`config.mk`:
```
export PLATFORM = sky130hd
export DESIGN_NAME = flp_round_pipe
export DESIGN_NICKNAME = d
export VERILOG_FILES = /design/src/rtl/flp_defs.sv /design/src/rtl/flp_round_dec.sv /design/src/rtl/flp_round_pipe.sv
export SDC_FILE = /design/constraint.sdc
export NUM_CORES = 1
export LEC_CHECK = 0
export ABC_AREA = 1
export CORE_MARGIN = 4
export CORE_UTILIZATION = 49
export CTS_BUF_LIST = sky130_fd_sc_hd__clkbuf_8
export CTS_CLUSTER_SIZE = 24
export DETAILED_ROUTE_END_ITERATION = 8
export GPL_ROUTABILITY_DRIVEN = 0
export HOLD_SLACK_MARGIN = 0.12
export PLACE_DENSITY = 0.79
export SLEW_MARGIN = 20
export SYNTH_ARGS = -nofsm -noshare
export SYNTH_HDL_FRONTEND = slang
export SYNTH_SLANG_ARGS = --single-unit
export TNS_END_PERCENT = 5
```
`constraint.sdc`:
```
create_clock -name clk -period 2.2 [get_ports clk]
set_input_delay 0.44 -clock clk [delete_from_list [all_inputs] [get_ports clk]]
set_output_delay 0.44 -clock clk [all_outputs]
set_load 0.01 [all_outputs]
```
`src/rtl/flp_defs.sv`:
```
// Shared floating-point rounding definitions: rounding-mode encodings and FP32 field widths.
package flp_defs;

    localparam int FLP_EWIDTH = 8;
    localparam int FLP_SWIDTH = 23;

    typedef enum logic [2:0] {
        FLP_RM_RNE = 3'd0,
        FLP_RM_RTZ = 3'd1,
        FLP_RM_RDN = 3'd2,
        FLP_RM_RUP = 3'd3,
        FLP_RM_RMM = 3'd4
    } flp_rmode_e;

endpackage

```
`src/rtl/flp_round_dec.sv`:
```
// Rounding decision: increment and inexact from the kept LSB, guard bit, rest bits, sign and mode.
module flp_round_dec
    import flp_defs::*;
(
    input  logic       i_lsb,
    input  logic       i_g,
    input  logic       i_rest,
    input  logic       i_sign,
    input  logic [2:0] i_rmode,
    output logic       o_inc,
    output logic       o_inexact
);

    always_comb begin
        o_inexact = i_g | i_rest;
        case (i_rmode)
            FLP_RM_RTZ: o_inc = 1'b0;
            FLP_RM_RDN: o_inc = i_sign & (i_g | i_rest);
            FLP_RM_RUP: o_inc = ~i_sign & (i_g | i_rest);
            FLP_RM_RMM: o_inc = i_g;
            // RNE and the unused encodings 5..7
            default:    o_inc = i_g & (i_rest | i_lsb);
        endcase
    end

endmodule

```
`src/rtl/flp_round_pipe.sv`:
```
// Two-stage pipelined significand rounder with valid/ready flow control and tag sideband.
// Optional saturating inexact-result counter enabled by FLP_ROUND_PIPE_INEXACT_CNT_EN.
module flp_round_pipe
    import flp_defs::*;
#(
    parameter int EWIDTH  = FLP_EWIDTH,
    parameter int SWIDTH  = FLP_SWIDTH,
    parameter int RSWIDTH = 2,
    parameter int TWIDTH  = 4,
    parameter int CWIDTH  = 16
) (
    input  logic                      clk,
    input  logic                      rst,
    input  logic                      i_vld,
    output logic                      o_rdy,
    input  logic [SWIDTH+RSWIDTH:0]   i_sg,
    input  logic                      i_sticky,
    input  logic                      i_sign,
    input  logic [2:0]                i_rmode,
    input  logic [TWIDTH-1:0]         i_tag,
    output logic                      o_vld,
    input  logic                      i_rdy,
    output logic [SWIDTH:0]           o_sg,
    output logic [EWIDTH+1:0]         o_exd,
    output logic                      o_inexact,
    output logic                      o_sign,
    output logic [TWIDTH-1:0]         o_tag
`ifdef FLP_ROUND_PIPE_INEXACT_CNT_EN
    ,
    output logic [CWIDTH-1:0]         o_inx_cnt
`endif
);

    if (RSWIDTH < 1 || CWIDTH < 1) begin : g_bad_param
        $error("flp_round_pipe: RSWIDTH and CWIDTH must be >= 1");
    end

    logic [SWIDTH:0]   w_keep;
    logic              w_g;
    logic              w_rest;
    logic              w_inc;
    logic              w_inexact;
    logic              w_s1_adv;
    logic              w_s2_adv;
    logic              w_in_fire;
    logic [SWIDTH+1:0] w_sum;
    logic              w_carry;
    logic [SWIDTH:0]   w_sg_rnd;

    logic              r_s1_vld;
    logic [SWIDTH:0]   r_s1_keep;
    logic              r_s1_inc;
    logic              r_s1_inx;
    logic              r_s1_sign;
    logic [TWIDTH-1:0] r_s1_tag;

    logic              r_s2_vld;
    logic [SWIDTH:0]   r_s2_sg;
    logic              r_s2_exd;
    logic              r_s2_inx;
    logic              r_s2_sign;
    logic [TWIDTH-1:0] r_s2_tag;

    assign w_keep = i_sg[SWIDTH+RSWIDTH:RSWIDTH];
    assign w_g    = i_sg[RSWIDTH-1];

    if (RSWIDTH >= 2) begin : g_rest_bits
        assign w_rest = (|i_sg[RSWIDTH-2:0]) | i_sticky;
    end else begin : g_rest_sticky
        assign w_rest = i_sticky;
    end

    flp_round_dec u_dec (
        .i_lsb     (w_keep[0]),
        .i_g       (w_g),
        .i_rest    (w_rest),
        .i_sign    (i_sign),
        .i_rmode   (i_rmode),
        .o_inc     (w_inc),
        .o_inexact (w_inexact)
    );

    assign w_s2_adv  = ~r_s2_vld | i_rdy;
    assign w_s1_adv  = ~r_s1_vld | w_s2_adv;
    assign o_rdy     = w_s1_adv;
    assign w_in_fire = i_vld & w_s1_adv;

    always_ff @(posedge clk or posedge rst) begin
        if (rst) begin
            r_s1_vld  <= 1'b0;
            r_s1_keep <= '0;
            r_s1_inc  <= 1'b0;
            r_s1_inx  <= 1'b0;
            r_s1_sign <= 1'b0;
            r_s1_tag  <= '0;
        end else begin
            if (w_s1_adv) begin
                r_s1_vld <= i_vld;
            end
            if (w_in_fire) begin
                r_s1_keep <= w_keep;
                r_s1_inc  <= w_inc;
                r_s1_inx  <= w_inexact;
                r_s1_sign <= i_sign;
                r_s1_tag  <= i_tag;
            end
        end
    end

    // A carry out of the kept field can only come from all-ones + 1, so the shifted result is 100..0.
    assign w_sum    = {1'b0, r_s1_keep} + {{(SWIDTH+1){1'b0}}, r_s1_inc};
    assign w_carry  = w_sum[SWIDTH+1];
    assign w_sg_rnd = w_carry ? w_sum[SWIDTH+1:1] : w_sum[SWIDTH:0];

    always_ff @(posedge clk or posedge rst) begin
        if (rst) begin
            r_s2_vld  <= 1'b0;
            r_s2_sg   <= '0;
            r_s2_exd  <= 1'b0;
            r_s2_inx  <= 1'b0;
            r_s2_sign <= 1'b0;
            r_s2_tag  <= '0;
        end else begin
            if (w_s2_adv) begin
                r_s2_vld <= r_s1_vld;
            end
            if (w_s2_adv && r_s1_vld) begin
                r_s2_sg   <= w_sg_rnd;
                r_s2_exd  <= w_carry;
                r_s2_inx  <= r_s1_inx;
                r_s2_sign <= r_s1_sign;
                r_s2_tag  <= r_s1_tag;
            end
        end
    end

    assign o_vld     = r_s2_vld;
    assign o_sg      = r_s2_sg;
    assign o_exd     = {{(EWIDTH+1){1'b0}}, r_s2_exd};
    assign o_inexact = r_s2_inx;
    assign o_sign    = r_s2_sign;
    assign o_tag     = r_s2_tag;

`ifdef FLP_ROUND_PIPE_INEXACT_CNT_EN
    logic [CWIDTH-1:0] r_inx_cnt;

    always_ff @(posedge clk or posedge rst) begin
        if (rst) begin
            r_inx_cnt <= '0;
        end else if (r_s2_vld && i_rdy && r_s2_inx && !(&r_inx_cnt)) begin
            r_inx_cnt <= r_inx_cnt + CWIDTH'(1);
        end
    end

    assign o_inx_cnt = r_inx_cnt;
`endif

endmodule

```
# Yosys cells after proc, flatten, opt, wreduce, memory -nomap -nowiden
# Index checks and enable logic that the tools add are counted.
dict set report totals {
  ff_bits 64
  inputBits 39
  out_inout_bits 42
  word_cells 32
}
dict set report op_classes {
  addsub 1
  eq_ne 4
  muxes 2
  bitwise 12
  n_reduce_logical 1
}
# cell n
set op_table {}
lappend op_table {{$add 24x1->25} 1}
lappend op_table {{$mux 24} 1}
lappend op_table {{$eq 3x2->1 const B} 2}
lappend op_table {{$or 1x1->1} 5}
lappend op_table {{$and 1x1->1} 4}
lappend op_table {{$pmux 1 s4} 1}
lappend op_table {{$eq 3x1->1 const B} 1}
lappend op_table {{$eq 3x3->1 const B} 1}
lappend op_table {{$not 1->1} 3}
lappend op_table {{$logic_and 1x1->1} 1}

# Logic depth before layout (Yosys ltp)
dict set report logic_depth {
  word_depth 4
  depth_mapped 12
  mapped_depth_nobuf 11
}

# Cells and area by module
# Synthesis repeated with hierarchy kept, for this count alone.
dict set report unflattened {
  hier_cells 378
  hier_area_um2 3274.4
}
# module instances cells_each area_each_um2 seq_area_each_um2
set by_module_without_submodules {}
lappend by_module_without_submodules {flp_round_pipe 1 363 3208.1 1601.5}
lappend by_module_without_submodules {flp_round_dec 1 15 66.3 0.0}

# Worst setup path before layout
# OpenSTA, ideal clock, no wires.
dict set report synth_timing {
  path_type {register -> register}
  startpoint {reg r_s1_keep[0]}
  endpoint {reg r_s2_sg[2] (netlist: o_sg[2])}
  setup_time_ns 0.123
  arrival_ns 1.538
  required_time_ns 2.077
  slack_ns 0.539
  path_stages_with_launch 13
  n_path_buf 1
  synth_period_minus_slack_ns 1.661
  path_cell_list {dfrtp_1 > ha_1 > ha_1 > nand2_2 > nor2_4 > nand2_4 > nor2_8 > nand3_4 > nand2_4 > inv_4 > buf_6 > nand2_2 > nand3_2}
}
dict set report synth_via {
  elab_chain_cells 2
}
# element line
set synth_rtl {}
lappend synth_rtl {{from (decl)} flp_round_pipe.sv:51} ;# logic [SWIDTH:0] r_s1_keep;
lappend synth_rtl {{from (signal assigned)} flp_round_pipe.sv:101} ;# r_s1_keep <= w_keep;
lappend synth_rtl {{$add 24x1->25} flp_round_pipe.sv:111} ;# assign w_sum = {1'b0, r_s1_keep} + {{(SWIDTH+1){1'b0}}, r_s1_inc};
lappend synth_rtl {{$mux 24} flp_round_pipe.sv:113} ;# assign w_sg_rnd = w_carry ? w_sum[SWIDTH+1:1] : w_sum[SWIDTH:0];
lappend synth_rtl {{to (signal assigned)} flp_round_pipe.sv:128} ;# r_s2_sg <= w_sg_rnd;
lappend synth_rtl {{to (decl)} flp_round_pipe.sv:58} ;# logic [SWIDTH:0] r_s2_sg;
# No other way between the ends.
# A chain may end at the register's enable or synchronous reset.

# Worst setup path in the final report
dict set report layout_timing {
  startpoint {in i_rdy}
  endpoint {out o_rdy}
}
dict set report layout_via {
  elab_chain_cells 2
}
# element line
set layout_rtl {}
lappend layout_rtl {{from (decl)} flp_round_pipe.sv:22} ;# input logic i_rdy,
lappend layout_rtl {{$or 1x1->1} flp_round_pipe.sv:83} ;# assign w_s2_adv = ~r_s2_vld | i_rdy;
lappend layout_rtl {{$or 1x1->1} flp_round_pipe.sv:84} ;# assign w_s1_adv = ~r_s1_vld | w_s2_adv;
lappend layout_rtl {{to (decl)} flp_round_pipe.sv:15} ;# output logic o_rdy,
# No other way between the ends.

==> results.txt <==
----------------------------------------------------
[Run status]
  Run status ... finished, final reports clean

[Yosys]
  Flip-flop and latch count after synthesis ... 64
  Most common cell in the synthesized netlist ... nand2_1
  Cell type contributing the most total cell area after synthesis ... dfrtp_1
  Portion of synthesized cell area occupied by the leading cell type ... 48.9%
  Mean area per synthesized cell ... 8.02 sq um
  Synth area leaders ... dfrtp_1, nand2_1, nand3_1
  Library cells used by synthesis ... 29
  Part of the Yosys area used for sequential elements ... 48.9%
  Share of synthesized flip-flops with an asynchronous set or reset ... 100%
  Yosys synthesis warning count ... 0
  Post-synth top cells ... nand2_1, dfrtp_1, inv_1
  Synthesized cell area ... 3280 sq um
  Cell count after synthesis ... 409
  Predominant post-synthesis flop cell ... dfrtp_1
  Post-synth EDFFs ... 0

[Flow run]
  Number of maximum-capacitance constraint violations ... 0

[STA]
  Max frequency ... 484 MHz
  Setup TNS ... 0 ns
  Total count of max-transition violations in the final report ... 0
  Final Hold Viols ... 0
  Setup repair after global routing missed its margin ... no
  Final setup violating endpoints ... 0
  Final worst-path cycle share ... 94.0%
  Hold Worst Slack ... 0.477 ns
  Final critical-path required period ... 2.07 ns
  Maximum clock skew at final layout ... 0.00722 ns

[Layout]
  Relative area change from synthesis to final layout ... 29.7%
  Share of cells above drive strength 1 ... 10.1%
  Fraction of the core area covered by cells at the end of the flow ... 66.2%
  Final Instance Area ... 4250 sq um
  Count of antenna diodes in the layout ... 0
  Final net count ... 524

[Clock tree]
  Clk_lat worst skew ... 0.34 ns
  Post-CTS Resized ... 0
  Largest buffer count on any clock path ... 2
  CTS clk-pin slew, worst paths ... 0.06 ns
  Level count of the clock H-tree ... 3
  Number of buffers added for setup after CTS ... 0
  Number of hold-repair buffers added at the cts stage ... 0
  TritonCTS clock tree ... built
  Cts bufs inserted ... 9
  Clock root buffer ... clkbuf_8
  CTS Sinks ... 64

[Setup path]
  Kind of critical path ... primary input to output port
  Worst reg2reg path endpoint ... o_sg[10]
  Data arrival time at the worst-slack endpoint ... 1.63 ns
  Origin of the critical flop-to-flop path ... r_s1_keep[0]
  Max stage delay cell, worst path ... clkdlybuf4s50_1
  Largest fanout on the critical path ... 3
  Worst R2R Setup Slack ... 0.39 ns
  List of cells traversed by the critical path ... clkdlybuf4s50_1, inv_1, nand3_1, clkdlybuf4s50_1
  Data required time of the critical path ... 1.76 ns
  Largest stage delay, worst path ... 0.55 ns
  Reg2Reg Depth ... 9
  Cell repeated most along the worst path ... clkdlybuf4s50_1
  Sort of element at the start of the critical path ... primary input
  Worst setup path start ... i_rdy
  CP Capture Point ... o_rdy
  Endpoint type of the worst setup path ... output port

[Global route]
  Remaining global-route overflow ... 0
  First-pass GRT wire length ... 12.7 mm
  Number of antenna violations at the first check in global routing ... 0
  Global Route Usage Sum ... 19.1%
  Number of global-route vias before repair ... 2,734
  Maximum number of pins on one net before global-route repair ... 65

[Detailed routing]
  Routed wire length ... 7.19 mm
  DRC Markers ... 0
  Via Count ... 2,781
  Number of DRC violations after detailed-routing iteration 0 ... 138
  Vias per std cell ... 4.93
  Number of detailed-routing iterations run before antenna repair ... 4
  Routed wire per std cell ... 12.7 um
  Final antenna-violating net count ... 0

[Floorplan]
  Area of the die ... 8060 sq um
  Floorplan core area ... 6420 sq um
  X dimension of the die ... 89.8 um
  Effective utilization at floorplan ... 51.0%
  Cell Rows ... 29
  Die H ... 89.8 um
  I/O pin cnt ... 81

[Placed design]
  Count of port buffers added during placement ... 71
  Post-Place Cell Area ... 4050 sq um
  Total half-perimeter wirelength after legalization and detailed placement ... 5.54 mm

[Power and ir drop]
  Power density of the placed cells ... 889 nW/um^2
  Leak ... 2.12 nW
  VDD IR max ... 0.000339 V

[Hold path]
  Worst hold-check path type ... primary input to asynchronous set/reset pin

----------------------------------------------------
-- layer usage --
metal  share of wire, %  up-vias  track usage, %
met5                  0        -               0
met1                 45     1269            25.1
met3                6.1       14            3.67
met2                 46      100            30.5
met4                2.3        0            9.32
li1                   -     1398               -
-- final cells by class --
| class | count | area (sq um) |
|---|---|---|
| clock inverter | 3 | 40.0 |
| sequential | 64 | 1600 |
| inverter | 29 | 111 |
| tap | 77 | 96.3 |
| clock buffer | 12 | 165 |
| fill | 546 | 2170 |
| multi-input combinational | 302 | 1460 |
| timing repair buffer | 77 | 781 |
-- worst max-delay path: cells and delay by family --
kind                   cells  cell delay (ns)
and+or+nand+nor            1             0.10
buffers and inverters      3             1.09
-- worst min-delay path by stage --
stage	startpoint	to	cells after the start
2_1_floorplan	r_s1_sign	o_sign	2
3_3_place_gp	r_s1_sign	o_sign	2
3_5_place_dp	r_s1_tag[2]	o_tag[2]	2
4_1_cts	r_s1_tag[2]	o_tag[2]	2
5_1_grt	o_sg[13]	o_sg[13]	2
6_report	rst	o_tag[0]	3
-- through the flow --
step | power, mW | cells | worst slack, ns
after floorplan | 2.21 | 417 | 0.162
after global placement | 2.75 | 549 | 0.175
after detailed placement | 2.79 | 549 | 0.152
after CTS | 3.82 | 564 | 0.113
after global routing | 4.02 | 564 | 0.0717
final | 3.78 | 564 | 0.132
-- layout by cell type (no fill, tap or decap), types with 2 or more instances in the layout --
cell / Yosys / routed
dfrtp_1: 64 / 64
inv_2: 2 / 3
buf_4: 10 / 4
clkinv_2: 0 / 2
clkbuf_8: 0 / 12
nor2_4: 3 / 3
nand3_2: 10 / 10
nand3_1: 22 / 22
nand4_1: 5 / 5
ha_1: 2 / 2
nor2_1: 25 / 25
inv_1: 26 / 25
xor2_1: 6 / 6
nand3b_1: 3 / 3
xnor2_1: 9 / 9
nand2_2: 5 / 5
nand2_1: 176 / 176
conb_1: 1 / 9
o21ai_0: 17 / 17
buf_12: 0 / 2
nor2_2: 2 / 2
clkdlybuf4s50_1: 0 / 71
nand2_4: 2 / 2
-- state kept, by name, summed over array words and instances (netlist names) --
name / flops
o_sg: 24
r_s1_keep: 24
o_tag: 4
r_s1_tag: 4
o_inexact: 1
o_sign: 1
o_vld: 1
r_s1_inc: 1
r_s1_inx: 1
r_s1_sign: 1
r_s1_vld: 1
r_s2_exd: 1
-- power by group --
group	internal, mW	switching [mW]	leakage, nW
Combinational	0.579	0.539	1.23
Clock	0.605	0.415	0.108
Sequential	1.44	0.201	0.788
Total	2.63	1.16	2.12
-- kinds of logic (layout without fill, tap and decap cells) --
logic type / after synthesis / after routing / share of synthesized area [%]
compound gates: 20 / 20 / 3.24
xor+xnor: 15 / 15 / 4.01
fa+ha+maj: 2 / 2 / 0.763
buf+inv: 51 / 121 / 7.60
flops: 64 / 64 / 48.9
other cells: 1 / 9 / 0.114
simple gates: 256 / 256 / 35.4
Power figures use the tool's default switching activity.
